## src/rtl/typepkg.sv

```systemverilog
// Shared state encoding, default bus addresses and decode helper for the OAM DMA arbiter.
package typepkg;

  typedef enum logic [2:0] {
    IDLE  = 3'd0,
    HALT  = 3'd1,
    ALIGN = 3'd2,
    READ  = 3'd3,
    WRITE = 3'd4
  } dma_state_t;

  localparam logic [15:0] DMA_REG_DEFAULT  = 16'h4014;
  localparam logic [15:0] OAM_PORT_DEFAULT = 16'h2004;
  localparam logic [7:0]  LAST_CNT         = 8'hFF;

  function automatic logic is_trigger(input logic we, input logic [15:0] addr,
                                      input logic [15:0] reg_addr);
    return we && (addr == reg_addr);
  endfunction

endpackage

```

## src/rtl/sys_if.sv

```systemverilog
// Clock and asynchronous active-low reset bundle shared by system blocks.
interface sys_if;
  logic clk;
  logic n_reset;
  modport sink (input clk, input n_reset);
endinterface

```

## src/rtl/oam_dma_arb.sv

```systemverilog
// OAM DMA arbiter: halts the CPU and copies one 256-byte page to the OAM port.
// Optional macro OAM_DMA_ALIGN_EN adds the read/write parity alignment cycle.
module oam_dma_arb
  import typepkg::*;
#(
  parameter logic [15:0] DMA_REG  = DMA_REG_DEFAULT,
  parameter logic [15:0] OAM_PORT = OAM_PORT_DEFAULT
) (
  sys_if.sink         sys,
  input  logic        cpu_we,
  input  logic [15:0] cpu_addr,
  input  logic [7:0]  cpu_dout,
  output logic        cpu_rdy,
  output logic        bus_we,
  output logic [15:0] bus_addr,
  output logic [7:0]  bus_dout,
  input  logic [7:0]  bus_din,
  output logic        dma_busy
);

  dma_state_t  state_r;
  dma_state_t  state_s;
  logic [7:0]  page_r;
  logic [7:0]  cnt_r;
  logic [7:0]  byte_r;
  logic        cpu_rdy_r;
  logic        dma_busy_r;
  logic        trigger_s;
  logic        last_s;
  logic        bus_we_s;
  logic [15:0] bus_addr_s;
  logic [7:0]  bus_dout_s;
`ifdef OAM_DMA_ALIGN_EN
  logic        parity_r;
`endif

  assign trigger_s = (state_r == IDLE) && is_trigger(cpu_we, cpu_addr, DMA_REG);
  assign last_s    = (state_r == WRITE) && (cnt_r == LAST_CNT);

  // State register; busy is taken from the next state so it lines up with state_r.
  always_ff @(posedge sys.clk or negedge sys.n_reset) begin
    if (!sys.n_reset) begin
      state_r    <= IDLE;
      dma_busy_r <= 1'b0;
    end else begin
      state_r    <= state_s;
      dma_busy_r <= (state_s != IDLE);
    end
  end

  // Next-state decode.
  always_comb begin
    state_s = state_r;
    case (state_r)
      IDLE: begin
        if (trigger_s) state_s = HALT;
        else           state_s = IDLE;
      end
      HALT: begin
        if (cpu_we) begin
          state_s = HALT;
        end else begin
`ifdef OAM_DMA_ALIGN_EN
          if (parity_r) state_s = ALIGN;
          else          state_s = READ;
`else
          state_s = READ;
`endif
        end
      end
      ALIGN: state_s = READ;
      READ:  state_s = WRITE;
      WRITE: begin
        if (cnt_r == LAST_CNT) state_s = IDLE;
        else                   state_s = READ;
      end
      default: state_s = IDLE;
    endcase
  end

  // Source page, transfer counter and the byte carried from READ to WRITE.
  always_ff @(posedge sys.clk or negedge sys.n_reset) begin
    if (!sys.n_reset) begin
      page_r <= 8'h00;
      cnt_r  <= 8'h00;
      byte_r <= 8'h00;
    end else begin
      if (trigger_s) begin
        page_r <= cpu_dout;
        cnt_r  <= 8'h00;
      end else if (state_r == WRITE) begin
        page_r <= page_r;
        cnt_r  <= cnt_r + 8'h01;
      end else begin
        page_r <= page_r;
        cnt_r  <= cnt_r;
      end
      if (state_r == READ) byte_r <= bus_din;
      else                 byte_r <= byte_r;
    end
  end

  // CPU ready drops after the trigger edge and returns after the last write.
  always_ff @(posedge sys.clk or negedge sys.n_reset) begin
    if (!sys.n_reset) begin
      cpu_rdy_r <= 1'b1;
    end else if (trigger_s) begin
      cpu_rdy_r <= 1'b0;
    end else if (last_s || (state_r == IDLE)) begin
      cpu_rdy_r <= 1'b1;
    end else begin
      cpu_rdy_r <= cpu_rdy_r;
    end
  end

`ifdef OAM_DMA_ALIGN_EN
  // Free-running read/write phase; ALIGN is inserted when HALT ends on the odd phase.
  always_ff @(posedge sys.clk or negedge sys.n_reset) begin
    if (!sys.n_reset) parity_r <= 1'b0;
    else              parity_r <= ~parity_r;
  end
`endif

  // Bus mux: CPU owns the bus outside READ/WRITE, ALIGN suppresses its strobe.
  always_comb begin
    bus_we_s   = cpu_we;
    bus_addr_s = cpu_addr;
    bus_dout_s = cpu_dout;
    case (state_r)
      IDLE, HALT: begin
        bus_we_s   = cpu_we;
        bus_addr_s = cpu_addr;
        bus_dout_s = cpu_dout;
      end
      ALIGN: begin
        bus_we_s   = 1'b0;
        bus_addr_s = cpu_addr;
        bus_dout_s = cpu_dout;
      end
      READ: begin
        bus_we_s   = 1'b0;
        bus_addr_s = {page_r, cnt_r};
        bus_dout_s = byte_r;
      end
      WRITE: begin
        bus_we_s   = 1'b1;
        bus_addr_s = OAM_PORT;
        bus_dout_s = byte_r;
      end
      default: begin
        bus_we_s   = 1'b0;
        bus_addr_s = cpu_addr;
        bus_dout_s = cpu_dout;
      end
    endcase
  end

  assign bus_we   = bus_we_s;
  assign bus_addr = bus_addr_s;
  assign bus_dout = bus_dout_s;
  assign cpu_rdy  = cpu_rdy_r;
  assign dma_busy = dma_busy_r;

endmodule
```

## src/flat_wrapper.sv

```systemverilog
// flat-port wrapper written by rule: the top's interface ports become plain ports
module oam_dma_arb_flat import typepkg::*;
#(
  parameter logic [15:0] DMA_REG  = DMA_REG_DEFAULT,
  parameter logic [15:0] OAM_PORT = OAM_PORT_DEFAULT
)
  (cpu_we, cpu_addr, cpu_dout, cpu_rdy, bus_we, bus_addr, bus_dout, bus_din, dma_busy, sys_clk, sys_n_reset);
  sys_if sys_i ();
  input  logic cpu_we;
  input  logic [15:0] cpu_addr;
  input  logic [7:0] cpu_dout;
  output logic cpu_rdy;
  output logic bus_we;
  output logic [15:0] bus_addr;
  output logic [7:0] bus_dout;
  input  logic [7:0] bus_din;
  output logic dma_busy;
  input wire logic [$bits(sys_i.clk)-1:0] sys_clk;
  input wire logic [$bits(sys_i.n_reset)-1:0] sys_n_reset;
  assign sys_i.clk = sys_clk;
  assign sys_i.n_reset = sys_n_reset;
  oam_dma_arb #(.DMA_REG(DMA_REG), .OAM_PORT(OAM_PORT)) u_core (.sys(sys_i), .cpu_we(cpu_we), .cpu_addr(cpu_addr), .cpu_dout(cpu_dout), .cpu_rdy(cpu_rdy), .bus_we(bus_we), .bus_addr(bus_addr), .bus_dout(bus_dout), .bus_din(bus_din), .dma_busy(dma_busy));
endmodule
```

## config.mk

```make
export PLATFORM = sky130hd
export DESIGN_NAME = oam_dma_arb_flat
export DESIGN_NICKNAME = d
export VERILOG_FILES = /design/src/rtl/typepkg.sv /design/src/rtl/sys_if.sv /design/src/rtl/oam_dma_arb.sv /design/src/flat_wrapper.sv
export SDC_FILE = /design/constraint.sdc
export NUM_CORES = 1
export LEC_CHECK = 0
export CAP_MARGIN = 20
export CORE_ASPECT_RATIO = 0.9
export CORE_MARGIN = 4
export CORE_UTILIZATION = 45
export DETAILED_ROUTE_END_ITERATION = 10
export PLACE_DENSITY_LB_ADDON = 0.05
export RECOVER_POWER = 100
export SYNTH_ARGS = -nofsm -noshare
export SYNTH_HDL_FRONTEND = slang
export SYNTH_SLANG_ARGS = --single-unit
```

## constraint.sdc

```tcl
create_clock -name sys_clk -period 4.24 [get_ports sys_clk]
set_input_delay 0.848 -clock sys_clk [delete_from_list [all_inputs] [get_ports sys_clk]]
set_output_delay 0.848 -clock sys_clk [all_outputs]
set_load 0.03 [all_outputs]
```

## Word-level counts from Yosys, hierarchy flattened

Cells that the tools add are included.

| word-level totals | value |
|---|---|
| register bits after elaboration | 29 |
| output and inout bits | 27 |
| word-level logic and storage cells | 34 |
| input port bits | 35 |

| operators by class | value |
|---|---|
| add/sub/neg operators | 1 |
| multiplexer cells | 11 |
| reductions and logical operators | 10 |
| eq/ne operators | 6 |

Operators with widths:

| kind | number |
|---|---|
| $pmux 16 s2 | 1 |
| $mux 8 | 3 |
| $eq 16x15->1 const B | 1 |
| $pmux 3 s5 | 1 |
| $add 8x1->8 const B | 1 |
| $eq 8x8->1 const B | 1 |
| $eq 3x2->1 const B | 2 |
| $mux 2 | 2 |
| $reduce_bool 2->1 | 2 |
| $reduce_or 2->1 | 2 |
| $eq 3x1->1 const B | 1 |
| $eq 3x3->1 const B | 1 |
| $logic_and 1x1->1 | 3 |
| $logic_not 3->1 | 1 |
| $mux 1 | 3 |
| $reduce_bool 3->1 | 1 |
| $pmux 1 s2 | 1 |
| $logic_or 1x1->1 | 1 |

## Longest topological paths before layout

Gate-level depths: netlist (run 1).

| logic depth | value |
|---|---|
| word-level depth | 6 |
| mapped depth | 6 |
| depth with buffers taken out | 5 |

## Worst setup path after synthesis (run 1)

Ideal clock, no wire load.

| timing path | value |
|---|---|
| path kind | register -> output |
| from | register u_core.state_r[1] |
| to | output port bus_addr[13] |
| path buffers | 2 |
| data required time | 3.392 ns |
| stages on the path, launching flop included | 6 |
| arrival time | 1.789 ns |
| slack | 1.603 ns |
| cell sequence | dfrtp_1 -> buf_2 -> nor3b_1 -> clkbuf_1 -> nor2_1 -> o21ai_0 |

| on the way | value |
|---|---|
| cells in the longest elaborated chain, start to end | 2 |
| elaborated cells between the ends (all ways) | 3 |
| those cells by class | 2 x eq/ne; 1 x mux |

Ends and longest elaborated chain:

| what | RTL line | source |
|---|---|---|
| from (decl) | oam_dma_arb.sv:21 | `dma_state_t state_r;` |
| from (signal assigned) | oam_dma_arb.sv:46 | `state_r <= state_s;` |
| $eq 3x3->1 or $eq 3x2->1 (tied branches) | oam_dma_arb.sv:129 | `case (state_r)` |
| $pmux 16 s2 * | oam_dma_arb.sv:129 |  |
| to (decl) | flat_wrapper.sv:14 | `output logic [15:0] bus_addr;` |

Mark *: on every way between the ends. The rest lies on a longest branch, timed or not.

## Worst setup path in the final report (run 1)

| timing path | value |
|---|---|
| from | register u_core.state_r[1] |
| to | output port bus_dout[2] |

| on the way | value |
|---|---|
| cells in the longest elaborated chain, start to end | 3 |
| elaborated cells between the ends (all ways) | 4 |
| those cells by class | 2 x eq/ne; 1 x mux; 1 x reduce/logical |

Ends and longest elaborated chain:

| what | RTL line | source |
|---|---|---|
| $eq 3x2->1 or $eq 3x3->1 (tied branches) | oam_dma_arb.sv:129 |  |
| $reduce_or 2->1 (no source line) * | n/a |  |
| $mux 8 * | oam_dma_arb.sv:129 |  |
| to (decl) | flat_wrapper.sv:15 | `output logic [7:0] bus_dout;` |

Marked as above.

==> results of run 1 <==
cell type report:
type / count / area, µm² / share of cell area (%)
clock buffer: 7 / 86.3 / 3.76
inverter: 1 / 3.75 / 0.164
tap: 44 / 55.1 / 2.40
multi-input combinational: 106 / 777 / 33.9
sequential: 29 / 727 / 31.7
timing repair buffer: 66 / 644 / 28.1
worst max-delay path, cell delays in order (launching register included):
cell           delay [ns]
dfrtp_1              0.46
nand2_1              0.10
nor2_1               0.04
buf_4                0.24
nor2_1               0.17
buf_4                0.22
mux2_2               0.36
dlygate4sd3_1        0.69
synthesized netlist by cell type, types with 3 or more instances:
library cell / n / area, µm²
mux2_2: 20 / 225
a22o_1: 13 / 114
mux2_4: 4 / 60.1
nand3_1: 4 / 20.0
dfrtp_1: 28 / 701
nand2_1: 13 / 48.8
a21oi_1: 3 / 15.0
clkbuf_1: 3 / 11.3
o21ai_0: 9 / 45.0
and3_1: 3 / 18.8
nor2_1: 8 / 30.0
buf_2: 4 / 20.0
per-stage QoR:
stage	hold slack [ns]	cell area (µm²)	power (µW)	instances	setup WS, ns
4_1_cts	0.506	2330	631	253	0.890
2_1_floorplan	0.477	1580	336	144	1.60
3_3_place_gp	0.486	2240	403	246	1.13
5_1_grt	0.519	2290	648	253	0.682
6_report	0.499	2290	617	253	0.825
3_5_place_dp	0.493	2240	404	246	1.14
cells by family after synthesis:
group	synth area share [%]
multiplexers	19.3
flip-flops	46.0
adder cells (fa/ha/maj)	0.792
AND/OR/NAND/NOR	14.3
XOR/XNOR	0.555
AO/OA/AOI/OAI	16.0
buffers and inverters	2.93
metal layers:
metal / track usage [%] / vias to the layer above / routed length (µm)
met5: 0 / - / 0
met4: 5.74 / 0 / 25
met3: 8.18 / 2 / 228
met2: 32.5 / 31 / 2120
met1: 23.5 / 675 / 1700
li1: - / 663 / -
cell usage in the layout, fill, tap and decap left out:
master	synthesis	routed
clkdlybuf4s50_1	0	32
dlygate4sd3_1	0	29
dfrtp_1	28	28
mux2_2	20	20
nand2_1	13	13
a22o_1	13	13
nor2_1	8	9
o21ai_0	9	9
clkbuf_8	0	6
nand3_1	4	4
mux2_1	0	4
buf_4	0	4
and3_1	3	3
a21oi_1	3	3
nor4_1	2	2
o211ai_1	2	2
nor3_1	1	2
mux2i_1	2	2
nand4_1	2	2
o21bai_1	2	2
o31ai_1	2	2
nor2b_1	2	2
clkbuf_1	3	2
nor3b_1	1	1
a22o_2	1	1
xnor2_1	1	1
nor2_2	2	1
nor4b_1	0	1
nand4b_1	1	1
or3_1	1	1
inv_1	1	1
o32ai_1	1	1
a31o_2	1	1
nand2b_1	1	1
a31oi_1	1	1
ha_1	1	1
dfstp_2	1	1
worst max-delay path by stage:
stage / startpoint / end
5_1_grt: u_core.state_r[1] / bus_dout[2]
3_3_place_gp: cpu_addr[13] / bus_addr[13]
2_1_floorplan: u_core.state_r[1] / bus_addr[13]
3_5_place_dp: cpu_we / bus_we
4_1_cts: u_core.state_r[1] / bus_dout[2]
6_report: u_core.state_r[1] / bus_dout[2]
flip-flops by register name, indices dropped and copies added (netlist names):
name             flops
u_core.byte_r        8
u_core.cnt_r         8
u_core.page_r        8
u_core.state_r       3
u_core.cpu_rdy       1
u_core.dma_busy      1
report_power, final:
group / switching, µW / total (µW) / internal (µW)
clock network: 96.5 / 225 / 128
logic: 50.5 / 107 / 56.6
registers: 2.88 / 285 / 282
==> run summary, run 1 <==
For this block, the initial DRC count from the detailed router was 103. The number of max-cap violations was 1; the final-layout setup total negative slack was 0 ns. For this design the top-level I/O count stands at 62. The final core utilization is 67.9%.

The tools report the final global-route overflow total as 0. The core region is 0.00338 mm². Clock-pin slew was measured on the worst setup and hold paths at 0.06 ns.

The cell count of the worst reg-to-reg path is 4, and the hold-fix buffer count after cts is 0. The placement row count was 20. The tools report the number of antenna violations at the first check in global routing as 0.

Setup repair after global routing left no endpoint under its margin. Buffers added to address setup during post-CTS repair amount to 0. Port buffering added 61 buffers. Yosys mapped a number of flops with a built-in enable equal to 0.

The tools report the endpoint of the most critical register-to-register path as u_core.page_r[7]. The first global-routing pass estimated 6920 µm of wire. For this design the static power due to leakage is 0.000999 µW.

The synthesized flop and latch total works out to 29. The critical register-to-register path startpoint is u_core.state_r[1]. The logs give 144 for the count of mapped cells out of synthesis and 19.7% for the overall global routing resource usage. The logs give 0 for the post-cts sizing count and 0.00447 ns for the clock tree skew after final layout. Data on the critical path is required at its endpoint by 3.39 ns. In the final design database the tool counted 245 nets. Worst-skew pair later-pin latency: 0.28 ns.

The worst pin sits at a relative slew slack of -4.41%. The synthesized area per cell was 11.0 µm². The die extent in y is 64.2 µm, and the number of sinks driven by the clock tree is 29.

The die covers 0.00452 mm². The number of cells traversed by the worst hold path was 1. Entering global routing, the biggest net connects 30 pins. The data arrival time of the critical path was 2.57 ns; the layout overhead on the synthesized area was 45.2%. Dividing the detail-routed via count by the number of cells gives 5.42. The worst setup slack for register-to-register paths was 1.77 ns; the number of fillers in the final layout was 289.

In this run the clock root is driven by a clkbuf_8. Kind of critical path: reg2out. The worst min-delay path class was reg2reg. The final reports fail on capacitance limit, slew limit.

The H-tree generated during clock tree synthesis spans 2 levels. TritonCTS built the clock tree. The count of inserted antenna diode cells is 0, and the number of warnings issued by yosys is 0. The congestion estimate from routability-driven global placement came to 0.778.

In the routed design, unresolved DRC markers number 0. The first detailed-routing pass took 4 iterations. The share of flip-flops with an asynchronous set or reset after synthesis was 100%; the mapped cell area was 0.00158 mm².

The transition at the pin with the smallest max-transition slack came out at 1.57 ns. When the netlist entered floorplanning its net count stood at 180. Based on the critical path, the design can be clocked at up to 0.293 GHz.

The worst path uses 80.5% of the clock period. STA classifies the critical path endpoint as a primary output. The power per cell area was 269 mW/mm²; the number of hold violations in the final report was 0.

The tools report the capture endpoint of the worst hold path as u_core.page_r[6]. The tools report the total via count after detailed routing as 1,371. Buffers inserted during clock tree synthesis total 5. The distinct cell type count after synthesis is 36, and the HPWL after detailed placement is 3090 µm. The most used flip-flop cell after synthesis is dfrtp_1. The tools report the origin of the worst min-delay path as u_core.page_r[6]. The number of global-route vias before repair was 1,442.

The flow ran to the end, but the final reports show violations. The width of the die works out to 70.4 µm. Setup violations remaining at the end of the flow were counted as 0.

The longest clock path from root to sink contains 2 buffers. The run gives 4080 µm as the wire length after detailed routing. The kind of launch point of the worst setup path is a register. The remaining number of nets flagged by the antenna check after routing is 0, and the worst IR drop on VDD is 0.219 mV. The max-slew violation count is 30, and the largest fanout of any net on the critical path is 28. The effective utilization at floorplan was 46.7%.

The fraction of final layout cells with drive strength greater than 1 was 16.3%. The sequential element share of the synthesized area was 46.0%; the minimum period implied by the final worst setup slack was 3.42 ns. After detailed routing, the average wire length per cell comes to 16.1 µm.
(Power assumes the default switching activity.)
==> inputs of run 2 (changes only) <==
--- a/config.mk
+++ b/config.mk
@@ -8,7 +8,7 @@
 export CAP_MARGIN = 20
 export CORE_ASPECT_RATIO = 0.9
 export CORE_MARGIN = 4
-export CORE_UTILIZATION = 45
+export CORE_UTILIZATION = 39
 export DETAILED_ROUTE_END_ITERATION = 10
 export PLACE_DENSITY_LB_ADDON = 0.05
 export RECOVER_POWER = 100
==> constraint.sdc (replaced) <==
create_clock -name sys_clk -period 3.05 [get_ports sys_clk]
set_input_delay 0.61 -clock sys_clk [delete_from_list [all_inputs] [get_ports sys_clk]]
set_output_delay 0.61 -clock sys_clk [all_outputs]
set_load 0.03 [all_outputs]
==> run summary, run 2 (same netlist as run 1, synthesis figures left out) <==
The run finished with clean final reports. The effective utilization at floorplan was 41.4% (was 46.7%); the width of the die was 75.1 µm (was 70.4 µm). The origin of the worst min-delay path is u_core.page_r[3] (was u_core.page_r[6]). Subtracting the final worst setup slack from the clock period gives 2.88 ns. For the power dissipated by switching net loads, the log shows 212 µW (was 150 µW). The internal power came out at 632 µW (was 467 µW). Number of sinks driven by the clock tree: 29 (unchanged). The clock-pin slew reported for the worst setup and hold paths after clock tree synthesis was 0.06 ns (about the same). The switching part of the total works out to 25.1% (was 24.3%).

The endpoint class of the critical path is a primary output (unchanged). The via density per instance came out at 5.35 (was 5.42). The logs give 21 (was 20) for the placement row count and 0 (unchanged) for the number of failing setup endpoints in the final timing report.

TritonCTS built the clock tree. The routed length per instance was 15.9 µm (was 16.1 µm). Final layout net count: 248 (was 245). The number of H-tree levels is 2 (unchanged), and the die footprint is 0.00513 mm² (was 0.00452 mm²).

Count of boundary I/O pins: 62 (unchanged). Most frequent cells in the layout: 46 x clkdlybuf4s50_1, 28 x dfrtp_1, 20 x mux2_2 (was 32 x clkdlybuf4s50_1, 29 x dlygate4sd3_1, 28 x dfrtp_1). For the final-layout setup total negative slack, the log shows 0 ns (unchanged). The static leakage was 0.000987 µW (was 0.000999 µW).

The kind of launch point of the worst setup path is a register (unchanged). The fraction of final layout cells with drive strength greater than 1 is 17.8% (was 16.3%), and the number of hold violations in the final report is 0 (unchanged). The run gives 327 (was 289) as the number of fillers in the final layout. The logs give 0.237 mV (was 0.219 mV) for the worst IR drop on VDD and 0 (unchanged) for the count of inserted antenna diode cells. Launching instance or port of the critical path: u_core.state_r[2] (was u_core.state_r[1]). Top Registers: u_core.byte_r: 8 flops, u_core.cnt_r: 8 flops, u_core.page_r: 8 flops (unchanged).

The number of remaining DRC errors is 0 (unchanged), and the worst setup slack for register-to-register paths is 0.97 ns (was 1.77 ns). Kind of critical path: reg2out (unchanged). The number of design-rule violations left by the first detailed-router iteration was 165 (was 103); the overall global routing resource usage was 17.9% (was 19.7%). The number of max-cap violations came out at 0 (was 1). The run gives 0 (unchanged) as the number of antenna violations at the first check in global routing. The run gives 0.00560 ns (was 0.00447 ns) as the clock tree skew after final layout. The number of port buffers was 61 (unchanged).

The highest achievable clock rate was 0.347 GHz; the first-pass detailed-route iteration total was 5 (was 4). The portion of total power attributed to combinational logic came out at 17.8% (was 17.4%). The power per cell area works out to 372 mW/mm² (was 269 mW/mm²).

Worst min-delay path class: reg2reg (unchanged). The tools report the HPWL after detailed placement as 3150 µm (was 3090 µm). The relative max-transition margin is 37.1% (was -4.41%), and the standard cell core area is 0.00381 mm² (was 0.00338 mm²).

The total via count after detailed routing is 1,386 (was 1,371). The die extent in y is 68.4 µm (was 64.2 µm), and the final core utilization is 59.6% (was 67.9%). The logs give 0 (unchanged) for the final global-route overflow total and 0 (unchanged) for the post-cts sizing count. Dividing the final minimum period by the clock period gives 94.4%.

The minimum hold slack was 0.502 ns (was 0.499 ns). The transition at the pin with the smallest max-transition slack was 0.943 ns (was 1.57 ns); the number of buffers added for setup after CTS was 0 (unchanged). The largest fanout of any net on the critical path is 13 (was 28), and the part of the power in the clock network is 35.3% (was 36.5%).

Setup repair after global routing left no endpoint under its margin. Library cell used as clock root buffer: clkbuf_8 (unchanged). The portion of total power attributed to sequential cells came out at 46.9% (was 46.2%).

The overall power after layout came out at 845 µW (was 617 µW). For the worst-skew pair later-pin latency, the log shows 0.27 ns (was 0.28 ns). The remaining number of nets flagged by the antenna check after routing is 0 (unchanged), and the worst path required time is 2.44 ns (was 3.39 ns).

The run gives 0 (unchanged) as the hold-fix buffer count after cts. For the number of buffers created by CTS, the log shows 5 (unchanged). The critical register-to-register path startpoint was u_core.state_r[0] (was u_core.state_r[1]). Most common cell after layout, fill and taps aside: clkdlybuf4s50_1 (unchanged). The max-slew violation count came out at 0 (was 30).

The layout overhead on the synthesized area works out to 43.9% (was 45.2%). The clock tree buffer depth is 2 (unchanged). The last weighted congestion value of the routability-driven placer is 0.777 (was 0.778).

The data arrival time of the critical path came out at 2.27 ns (was 2.57 ns). For the wire length after detailed routing, the log shows 4110 µm (was 4080 µm). The first-pass GRT wire length was 6890 µm (was 6920 µm); the maximum number of pins on one net before global-route repair was 17 (was 30). Number of global-route vias before repair: 1,437 (was 1,442).
==> run 2: changes by cell type in the layout (fill, tap and decap cells not counted), sizes merged <==
cell,change
dlygate4sd3,-22
clkdlybuf4s50,+14
clkbuf,+8
buf,+4
==> run 2: metal layers <==
layer  vias up  track usage [%]  part of all wire [%]
met1       668             23.6                    45
met4         0             6.00                   1.0
met5         -                0                     0
met3         5             4.70                   6.0
li1        673                -                     -
met2        40             28.5                    47
==> run 2: final timing paths <==
path                       depth (start not counted)          endpoint
max reg2reg                                        5   u_core.cnt_r[6]
min                                                1  u_core.page_r[3]
min reg2reg                                        1  u_core.page_r[3]
min in group asynchronous                          1   u_core.cnt_r[7]
max in group asynchronous                          2   u_core.cnt_r[0]
max                                                6       bus_addr[4]
==> run 2: worst max-delay path: stages (launching register included) <==
cell and delay, ns:
dfrtp_1 0.49, nor3b_1 0.30, buf_4 0.18, nor2_1 0.05
buf_4 0.19, a22o_1 0.19, clkdlybuf4s50_1 0.60
==> run 2: power by group through the flow <==
stage                     logic [µW]  clock network [µW]  registers [µW]
after floorplan                 65.1                   0             402
after global placement           156                   0             402
after detailed placement         158                   0             403
after CTS                        159                 306             396
after global routing             162                 324             396
final                            150                 298             396
==> run 2: final cells by class <==
| cell class | instances | area (µm²) | area share [%] |
|---|---|---|---|
| Sequential cell | 29 | 727 | 32.0 |
| Inverter | 1 | 3.75 | 0.165 |
| Clock buffer | 8 | 80.1 | 3.52 |
| Timing Repair Buffer | 69 | 621 | 27.3 |
| Tap cell | 46 | 57.6 | 2.53 |
| Multi-Input combinational cell | 106 | 783 | 34.5 |
==> run 2: per-stage QoR <==
stage          std cells  setup WS [ns]  area [µm²]
2_1_floorplan        144          0.651        1580
5_1_grt              259         0.0119        2270
6_report             259          0.170        2270
4_1_cts              259          0.143        2320
3_3_place_gp         251          0.410        2240
3_5_place_dp         251          0.426        2240
